File: config.mk
export PLATFORM = sky130hd
export DESIGN_NAME = meas_snapshot
export DESIGN_NICKNAME = d
export VERILOG_FILES = /design/src/rtl/meas_snapshot_pkg.sv /design/src/rtl/meas_snapshot_snap_sync.sv /design/src/rtl/meas_snapshot.sv
export SDC_FILE = /design/constraint.sdc
export NUM_CORES = 1
export LEC_CHECK = 0
export ABC_CLOCK_PERIOD_IN_PS = 5610
export CAP_MARGIN = 10
export CORE_MARGIN = 2
export CORE_UTILIZATION = 44
export CTS_CLUSTER_SIZE = 20
export DETAILED_ROUTE_END_ITERATION = 16
export GPL_TIMING_DRIVEN = 0
export PLACE_DENSITY = 0.78
export SYNTH_ARGS = -nofsm -noshare
export SYNTH_HDL_FRONTEND = slang
export SYNTH_SLANG_ARGS = --single-unit
File: constraint.sdc
create_clock -name clk -period 5.61 [get_ports clk]
set_clock_uncertainty 0.2 [all_clocks]
set_input_delay 1.122 -clock clk [delete_from_list [all_inputs] [get_ports clk]]
set_output_delay 1.122 -clock clk [all_outputs]
set_load 0.005 [all_outputs]
File: src/rtl/meas_snapshot_pkg.sv
// Shared types and constants for the measurement snapshot block.
// Holds the FSM encoding, frame layout offsets and the CRC-8 bit step.
package meas_snapshot_pkg;

    localparam int unsigned CNT_W   = 32;
    localparam int unsigned FRAME_W = 128;
    localparam int unsigned SEQ_W   = 4;
    localparam int unsigned CRC_W   = 8;

    localparam int unsigned H_T_LSB      = 0;
    localparam int unsigned PER_T_LSB    = 32;
    localparam int unsigned PER_DUTY_LSB = 64;
    localparam int unsigned DUTY_LSB     = 96;

    localparam logic [CRC_W-1:0] CRC8_POLY = 8'h07;

    typedef enum logic [2:0] {
        ST_IDLE,
        ST_SETTLE,
        ST_WAIT,
        ST_CAPTURE,
        ST_CRC
    } state_e;

    // One MSB-first CRC-8 shift with data bit b.
    function automatic logic [CRC_W-1:0] crc8_step(input logic [CRC_W-1:0] c, input logic b);
        logic fb;
        fb = c[CRC_W-1] ^ b;
        return {c[CRC_W-2:0], 1'b0} ^ (fb ? CRC8_POLY : CRC_W'(0));
    endfunction

endpackage

File: src/rtl/meas_snapshot_snap_sync.sv
// Multi-stage synchroniser for an asynchronous level with a rising-edge strobe.
// The strobe is combinational from the last two flops.
module snap_sync #(
    parameter int unsigned STAGES = 2
) (
    input  logic clk,
    input  logic rst,
    input  logic d_i,
    output logic q_o,
    output logic rise_c_o
);

    logic [STAGES-1:0] sync_q;
    logic              last_q;

    always_ff @(posedge clk or posedge rst) begin
        if (rst) begin
            sync_q <= '0;
            last_q <= 1'b0;
        end else begin
            sync_q <= {sync_q[STAGES-2:0], d_i};
            last_q <= sync_q[STAGES-1];
        end
    end

    assign q_o      = sync_q[STAGES-1];
    assign rise_c_o = sync_q[STAGES-1] & ~last_q;

endmodule

File: src/rtl/meas_snapshot.sv
// Captures the four counter results into a coherent SPI-readable frame after
// each measured edge. Optional serial CRC-8 of the frame under SNAP_CRC_EN.
module meas_snapshot
    import meas_snapshot_pkg::*;
#(
    parameter int unsigned SYNC_STAGES = 2,
    parameter int unsigned SETTLE_CYC  = 4,
    parameter int unsigned TIMEOUT_CYC = 50000000
) (
    input  logic               clk,
    input  logic               reset,
    input  logic               sig,
    input  logic               cs,
    input  logic [CNT_W-1:0]   counter_h_T,
    input  logic [CNT_W-1:0]   counter_per_T,
    input  logic [CNT_W-1:0]   counter_per_duty,
    input  logic [CNT_W-1:0]   counter_duty,
    output logic [FRAME_W-1:0] frame,
    output logic               frame_valid,
    output logic [SEQ_W-1:0]   seq,
    output logic               stale,
    output logic [CRC_W-1:0]   crc
);

    localparam int unsigned SETTLE_W = (SETTLE_CYC > 1) ? $clog2(SETTLE_CYC) : 1;
    localparam int unsigned TMO_W    = $clog2(TIMEOUT_CYC + 1);
    localparam logic [TMO_W-1:0] TMO_MAX = TMO_W'(TIMEOUT_CYC);

    logic sig_rise_c, sig_lvl_unused;
    logic cs_s, cs_rise_unused;
    logic busy_c;

    snap_sync #(.STAGES(SYNC_STAGES)) u_sig_sync (
        .clk(clk), .rst(reset), .d_i(sig), .q_o(sig_lvl_unused), .rise_c_o(sig_rise_c)
    );

    snap_sync #(.STAGES(SYNC_STAGES)) u_cs_sync (
        .clk(clk), .rst(reset), .d_i(cs), .q_o(cs_s), .rise_c_o(cs_rise_unused)
    );

    assign busy_c = ~cs_s;

    state_e               state_q, state_d;
    logic [SETTLE_W-1:0]  settle_q, settle_d;
    logic [TMO_W-1:0]     tmo_q, tmo_d;
    logic                 tmo_done_q, tmo_done_d;
    logic [FRAME_W-1:0]   frame_q, frame_d;
    logic [SEQ_W-1:0]     seq_q, seq_d;
    logic                 fv_q, fv_d;
    logic                 stale_q, stale_d;
`ifdef SNAP_CRC_EN
    logic [6:0]           bit_q, bit_d;
    logic [CRC_W-1:0]     calc_q, calc_d;
    logic [CRC_W-1:0]     crc_q, crc_d;
    logic                 pend_q, pend_d;
`endif

    always_ff @(posedge clk or posedge reset) begin
        if (reset) begin
            state_q    <= ST_IDLE;
            settle_q   <= '0;
            tmo_q      <= '0;
            tmo_done_q <= 1'b0;
            frame_q    <= '0;
            seq_q      <= '0;
            fv_q       <= 1'b0;
            stale_q    <= 1'b0;
`ifdef SNAP_CRC_EN
            bit_q      <= '0;
            calc_q     <= '0;
            crc_q      <= '0;
            pend_q     <= 1'b0;
`endif
        end else begin
            state_q    <= state_d;
            settle_q   <= settle_d;
            tmo_q      <= tmo_d;
            tmo_done_q <= tmo_done_d;
            frame_q    <= frame_d;
            seq_q      <= seq_d;
            fv_q       <= fv_d;
            stale_q    <= stale_d;
`ifdef SNAP_CRC_EN
            bit_q      <= bit_d;
            calc_q     <= calc_d;
            crc_q      <= crc_d;
            pend_q     <= pend_d;
`endif
        end
    end

    always_comb begin
        state_d    = state_q;
        settle_d   = settle_q;
        tmo_d      = tmo_q;
        tmo_done_d = tmo_done_q;
        frame_d    = frame_q;
        seq_d      = seq_q;
        fv_d       = fv_q;
        stale_d    = stale_q;
`ifdef SNAP_CRC_EN
        bit_d      = bit_q;
        calc_d     = calc_q;
        crc_d      = crc_q;
        pend_d     = pend_q;

        // A result finished during an SPI read is published once cs releases.
        if (pend_q && !busy_c) begin
            crc_d  = calc_q;
            pend_d = 1'b0;
        end
`endif

        if (sig_rise_c) begin
            tmo_d      = '0;
            tmo_done_d = 1'b0;
        end else if (tmo_q != TMO_MAX) begin
            tmo_d = tmo_q + TMO_W'(1);
        end

        case (state_q)
            ST_IDLE: begin
                if (sig_rise_c) begin
                    state_d  = ST_SETTLE;
                    settle_d = SETTLE_W'(SETTLE_CYC - 1);
                end else if (!busy_c && tmo_q == TMO_MAX && !tmo_done_q) begin
                    frame_d    = '0;
                    stale_d    = 1'b1;
                    tmo_done_d = 1'b1;
`ifdef SNAP_CRC_EN
                    crc_d      = '0;
                    pend_d     = 1'b0;
`endif
                end
            end
            ST_SETTLE: begin
                if (settle_q == '0) begin
                    state_d = busy_c ? ST_WAIT : ST_CAPTURE;
                end else begin
                    settle_d = settle_q - SETTLE_W'(1);
                end
            end
            ST_WAIT: begin
                if (!busy_c) begin
                    state_d = ST_CAPTURE;
                end
            end
            ST_CAPTURE: begin
                frame_d = {counter_duty, counter_per_duty, counter_per_T, counter_h_T};
                seq_d   = seq_q + SEQ_W'(1);
                fv_d    = 1'b1;
                stale_d = 1'b0;
`ifdef SNAP_CRC_EN
                state_d = ST_CRC;
                bit_d   = '0;
                calc_d  = '0;
                pend_d  = 1'b0;
`else
                state_d = ST_IDLE;
`endif
            end
`ifdef SNAP_CRC_EN
            ST_CRC: begin
                // Bit 127 first: ~bit_q walks the index downward from 127.
                calc_d = crc8_step(calc_q, frame_q[~bit_q]);
                bit_d  = bit_q + 7'd1;
                if (bit_q == 7'd127) begin
                    state_d = ST_IDLE;
                    if (busy_c) begin
                        pend_d = 1'b1;
                    end else begin
                        crc_d = calc_d;
                    end
                end
            end
`endif
            default: state_d = ST_IDLE;
        endcase
    end

    assign frame       = frame_q;
    assign frame_valid = fv_q;
    assign seq         = seq_q;
    assign stale       = stale_q;
`ifdef SNAP_CRC_EN
    assign crc         = crc_q;
`else
    assign crc         = '0;
`endif

endmodule

* Yosys cells after proc, flatten, opt, wreduce, memory -nomap -nowiden *
Index checks and enable logic that the tools add are counted.
Widths: inputs -> output; s select.

word-level totals
  bits in registers = 171
  bits in latches = 0
  bits in writable memories = 0
  memory bits (read-only) = 0
  input port bits = 132
  output and inout bits = 142
  logic and storage cells = 58
  memories kept = 0

cells by class
  $add $sub $neg = 3
  $mul = 0
  divide/modulo/power cells = 0
  magnitude comparators = 0
  eq/ne operators = 11
  shifts and indexed selects = 0
  muxes and demuxes = 20
  bitwise operators = 2
  reductions and logical operators = 11

operators by type and width
  operator               number
  $mux 128               2
  $pmux 128 s2           1
  $mux 26                2
  $add 26x1->26 const B  1
  $eq 26x26->1 const B   1
  $ne 26x26->1 const B   1
  $ne 2x2->1 const B     5
  $mux 3                 3
  $pmux 3 s3             1
  $reduce_and 3->1       3
  $mux 1                 7
  $eq 3x2->1 const B     2
  $reduce_bool 2->1      3
  $add 4x1->4 const B    1
  $mux 2                 2
  $pmux 2 s2             1
  $eq 3x1->1 const B     1
  $logic_not 3->1        1
  $logic_and 1x1->1      2
  $logic_not 2->1        1
  $ne 2x1->1 const B     1
  $pmux 1 s2             1
  $sub 2x1->2 const B    1
  $and 1x1->1            1
  2 further kinds        2

* Logic depth before layout (Yosys ltp) *
  depth in word-level cells = 6
  gate-level depth with buffers = 9
  gate-level depth less buffers = 6

* Cells and area by module *
From an unflattened synthesis, not the netlist that was laid out.

second synthesis, totals
  cell total of the unflattened synthesis = 637
  area, all modules = 7,686.1 um^2

modules (own cells, without submodules)
  module         times used  cells each  area an instance (um^2)  sequential area each (um^2)
  meas_snapshot  1           627         7,500.9                  4,129.0
  snap_sync      2           5           92.6                     75.1

* Worst setup path before layout *
Ideal clock, no wire load.

  path kind = reg-to-reg
  start = register tmo_q[0]
  end = register frame_q[100] (netlist: frame[100])
  setup time = 0.087 ns
  arrival time = 2.038 ns
  required time = 5.323 ns
  path slack = 3.285 ns
  cell stages (with the launch flop) = 10
  path buffers = 3
  period minus slack after synthesis = 2.325 ns
  path through = dfrtp_1 > inv_1 > ha_1 > and4bb_2 > nand4_2 > buf_6 > or3_4 > buf_8 > buf_8 > o211ai_1

on the way
  cells in the longest elaborated chain, start to end = 5

RTL lines
  element                            RTL line              source
  from (decl)                        meas_snapshot.sv:45   logic [TMO_W-1:0] tmo_q, tmo_d;
  from (signal assigned)             meas_snapshot.sv:77   tmo_q <= tmo_d;
  $eq 26x26->1                       meas_snapshot.sv:126  end else if (!busy_c && tmo_q == TMO_MAX && !tmo_done_q) begin
  $logic_and 1x1->1 (2 in a row)     meas_snapshot.sv:126
  $ne 2x2->1 (no source line)        n/a
  $reduce_and 3->1 (no source line)  n/a
  to (signal assigned)               meas_snapshot.sv:79   frame_q <= frame_d;
  to (decl)                          meas_snapshot.sv:47   logic [FRAME_W-1:0] frame_q, frame_d;

No other way between the ends.
A chain may end at the register's enable or synchronous reset.

* Worst setup path after layout *
  start = register tmo_q[0]
  end = register frame_q[73] (netlist: frame[73])

The elaborated chain is that of the path after synthesis.

==> impl_results.md <==
* Xor/xnor cell area share of the yosys netlist at 1.19%
* Vias in the first global route at 9,584
* Antenna Nets Post-Route at 0
* Final instance area at 13,300 µm²
* Post-synth top flop: dfrtp_1
* Max frequency at 337 MHz
* Final min period at 2.96 ns
* Top-count cell post-synth: dfrtp_1
* Post-synthesis adder-cell area fraction at 1.18%
* GR Util met2 at 44.1%
* Fin crit share at 52.8%
* Core area at 21,200 µm²
* Post-synth EDFFs at 0
* GPL Wtd Cong at 0.828
* Most used routing layer: met2
* Slew @ Worst Pin at 0.879 ns
* Fin Hold WS at 0.148 ns
* Peak supply drop at 0.000221 V
* Synth top area cells: dfrtp_1 44%, o311ai_0 12%, a22oi_1 10%, o211ai_1 10%, nand2_1 5.7%
* Seq/Total Area, Yosys at 44.5%
* Setup repair bufs after CTS at 0
* Status: complete, no violations
* Combinational family with the most area after synthesis: compound AO/OA/AOI/OAI gates
* H-tree Lvls at 4
* Setup WS pre-CTS at 2.61 ns
* Worst-skew pair later-pin latency at 0.43 ns
* Post-synthesis register bit count at 170
* Final core utilization at 62.6%
* Placed Area at 12,700 µm²
* PD cells at 467 nW/µm²
* Area growth syn-to-layout at 38.5%
* Die ar. at 22,900 µm²
* CTS Buf Count at 17
* Synthesized area at 9570 µm²
* First-pass GRT wire length at 50,500 µm
* Post-layout nets at 1,422
* Post-synthesis cell type count at 50
* Vias at 9,896
* FFs w/ async S/R, synth at 100%
* Fin cells at 1,570
* Cell type with the largest total area after synthesis: dfrtp_1
* Post-Synth Simple-Gate Area at 10.6%
* Setup TNS at 0 ns
* Critical Path RT at 5.75 ns
* Worst EP arrival at 3.10 ns
* Max Cap Viol at 0
* Final WL at 32,100 µm
* First-pass detailed-route iteration total at 5
* Pwr Total at 6.19 mW
* Clk root buf: clkbuf_16
* Synth Area in Compound Gates at 34.8%
* Total congestion overflow at 0
* Clk sinks at 170
* Crit path kind: register to register
* Layout cells sized above 1 at 5.72%
* HP Class: register to register
* Synth Area per Inst at 9.70 µm²
* Die Span Y at 151 µm
* Setup violations, final at 0
* Yosys warns at 0
* Setup ws final at 2.65 ns
* Number of core rows at 53
* WL/cell at 20.4 µm
* Max transition margin at 40.8%
* RSZ-0062 raised after global routing: no
* Post-synth top area share at 44.5%
* Maximum root-to-sink buffer count at 2
* Post-CTS sizing at 0
* CTS tree: done
* Via density at 6.30
* I/O pins at 274
* Startpoint Class: register
* Reg2reg setup slack at 2.65 ns
* CTS hold repair buffers at 0
* Worst-path clk slew at 0.07 ns
* Initial antenna violation count at 0
* Port bufs at 265
* GR Layer Usage met1 at 37.3%
* Met3 usage at 6.83%
* Detailed router's first-iteration violation count at 868
* Initial Utilization at 45.2%
* Multiplexer area fraction after synthesis at 0.222%
* Syn Inst Count at 986
* Width of the die at 151 µm
* Commonest cells post-synth: 170 x dfrtp_1, 146 x nand2_1, 130 x o311ai_0
* Fin. Hold Viols at 0
* GRT Total Usage at 27.8%
* Crit end category: register
* HPWL Detailed at 22,300 µm
* DRC Markers at 0
* Final slew viol count at 0
* Pleak at 4.72 nW
* Placed instance count at 1,537
* Largest net degree at the start of global routing at 41
* Max FO, Critical Path at 10
[report_power, final]
part	switching, mW	total, mW	internal [mW]
registers	0.365	2.04	1.67
logic	1.47	2.97	1.50
clock network	0.544	1.18	0.634
[logic make-up after synthesis]
kind of cell	count (synthesis)
buf+inv	143
other cells	1
flops	170
mux	2
xor+xnor	13
fa+ha+maj	9
compound gates	427
simple gates	221
[per-layer routing]
metal	wire (µm)	up-vias	part of all wire (%)
met5	0	-	0
li1	-	4516	-
met4	807	0	2.5
met1	13400	4864	42
met3	2580	57	8.1
met2	15300	459	48
[layout by cell type, fill, tap and decap left out, drive strengths merged, types with 2 or more instances in the layout]
cell           synthesis  layout
a211oi                 2       2
nor4                   6       6
or4                    9       9
clkbuf               102     120
a41o                   2       2
nand2                146     146
a31o                   3       3
and3                   4       4
clkinvlp               0       4
clkdlybuf4s50          0     265
nor4b                  2       2
dfrtp                170     170
o21ai                  5       5
nor3                   3       3
nor2                  20      20
a22oi                128     128
a31oi                  2       2
conb                   1       8
and2                   3       3
xnor2                  7       7
nand2b                 3       3
or3                    3       3
clkinv                 0       4
xor2                   6       6
inv                   12      17
nand4                  5       5
buf                   29      33
o211ai               128     128
nand3                 12      12
o311ai               131     131
a21oi                 14      14
o31ai                  7       7
nor2b                  2       2
ha                     9       9
[final timing paths]
| check | endpoint | from | cells past startpoint |
|---|---|---|---|
| max | frame[73] | tmo_q[0] | 9 |
| min | u_sig_sync.sync_q[1] | u_sig_sync.sync_q[0] | 0 |
| max reg2reg | frame[73] | tmo_q[0] | 9 |
| min reg2reg | u_sig_sync.sync_q[1] | u_sig_sync.sync_q[0] | 0 |
| max in group asynchronous | frame[73] | reset | 5 |
| min in group asynchronous | frame[0] | reset | 2 |
[flip-flops by register name (all words and copies together), names as in the netlist]
register / flops
frame_valid: 1
settle_q: 2
frame: 128
tmo_q: 26
state_q: 2
stale: 1
u_sig_sync.sync_q: 2
seq: 4
tmo_done_q: 1
u_sig_sync.last_q: 1
u_cs_sync.sync_q: 2
[critical path, cell delays in order, from the launching register on]
cell and delay [ns]:
dfrtp_1 0.43, inv_1 0.08, ha_1 0.14, and4bb_2 0.24
nand4_2 0.46, buf_6 0.35, or3_4 0.42, buf_8 0.19
buf_8 0.15, o211ai_1 0.20
[area by class of cell]
type / instances / area (µm²)
Clock inverter: 14 / 135
Inverter: 12 / 48.8
Timing Repair Buffer: 269 / 2730
Antenna cell: 1 / 2.50
Multi-Input combinational cell: 680 / 4620
Buffer: 131 / 673
Fill cell: 1764 / 7900
Clock buffer: 18 / 439
Sequential cell: 170 / 4250
Tap cell: 275 / 344
Power figures use the tool's default switching activity.
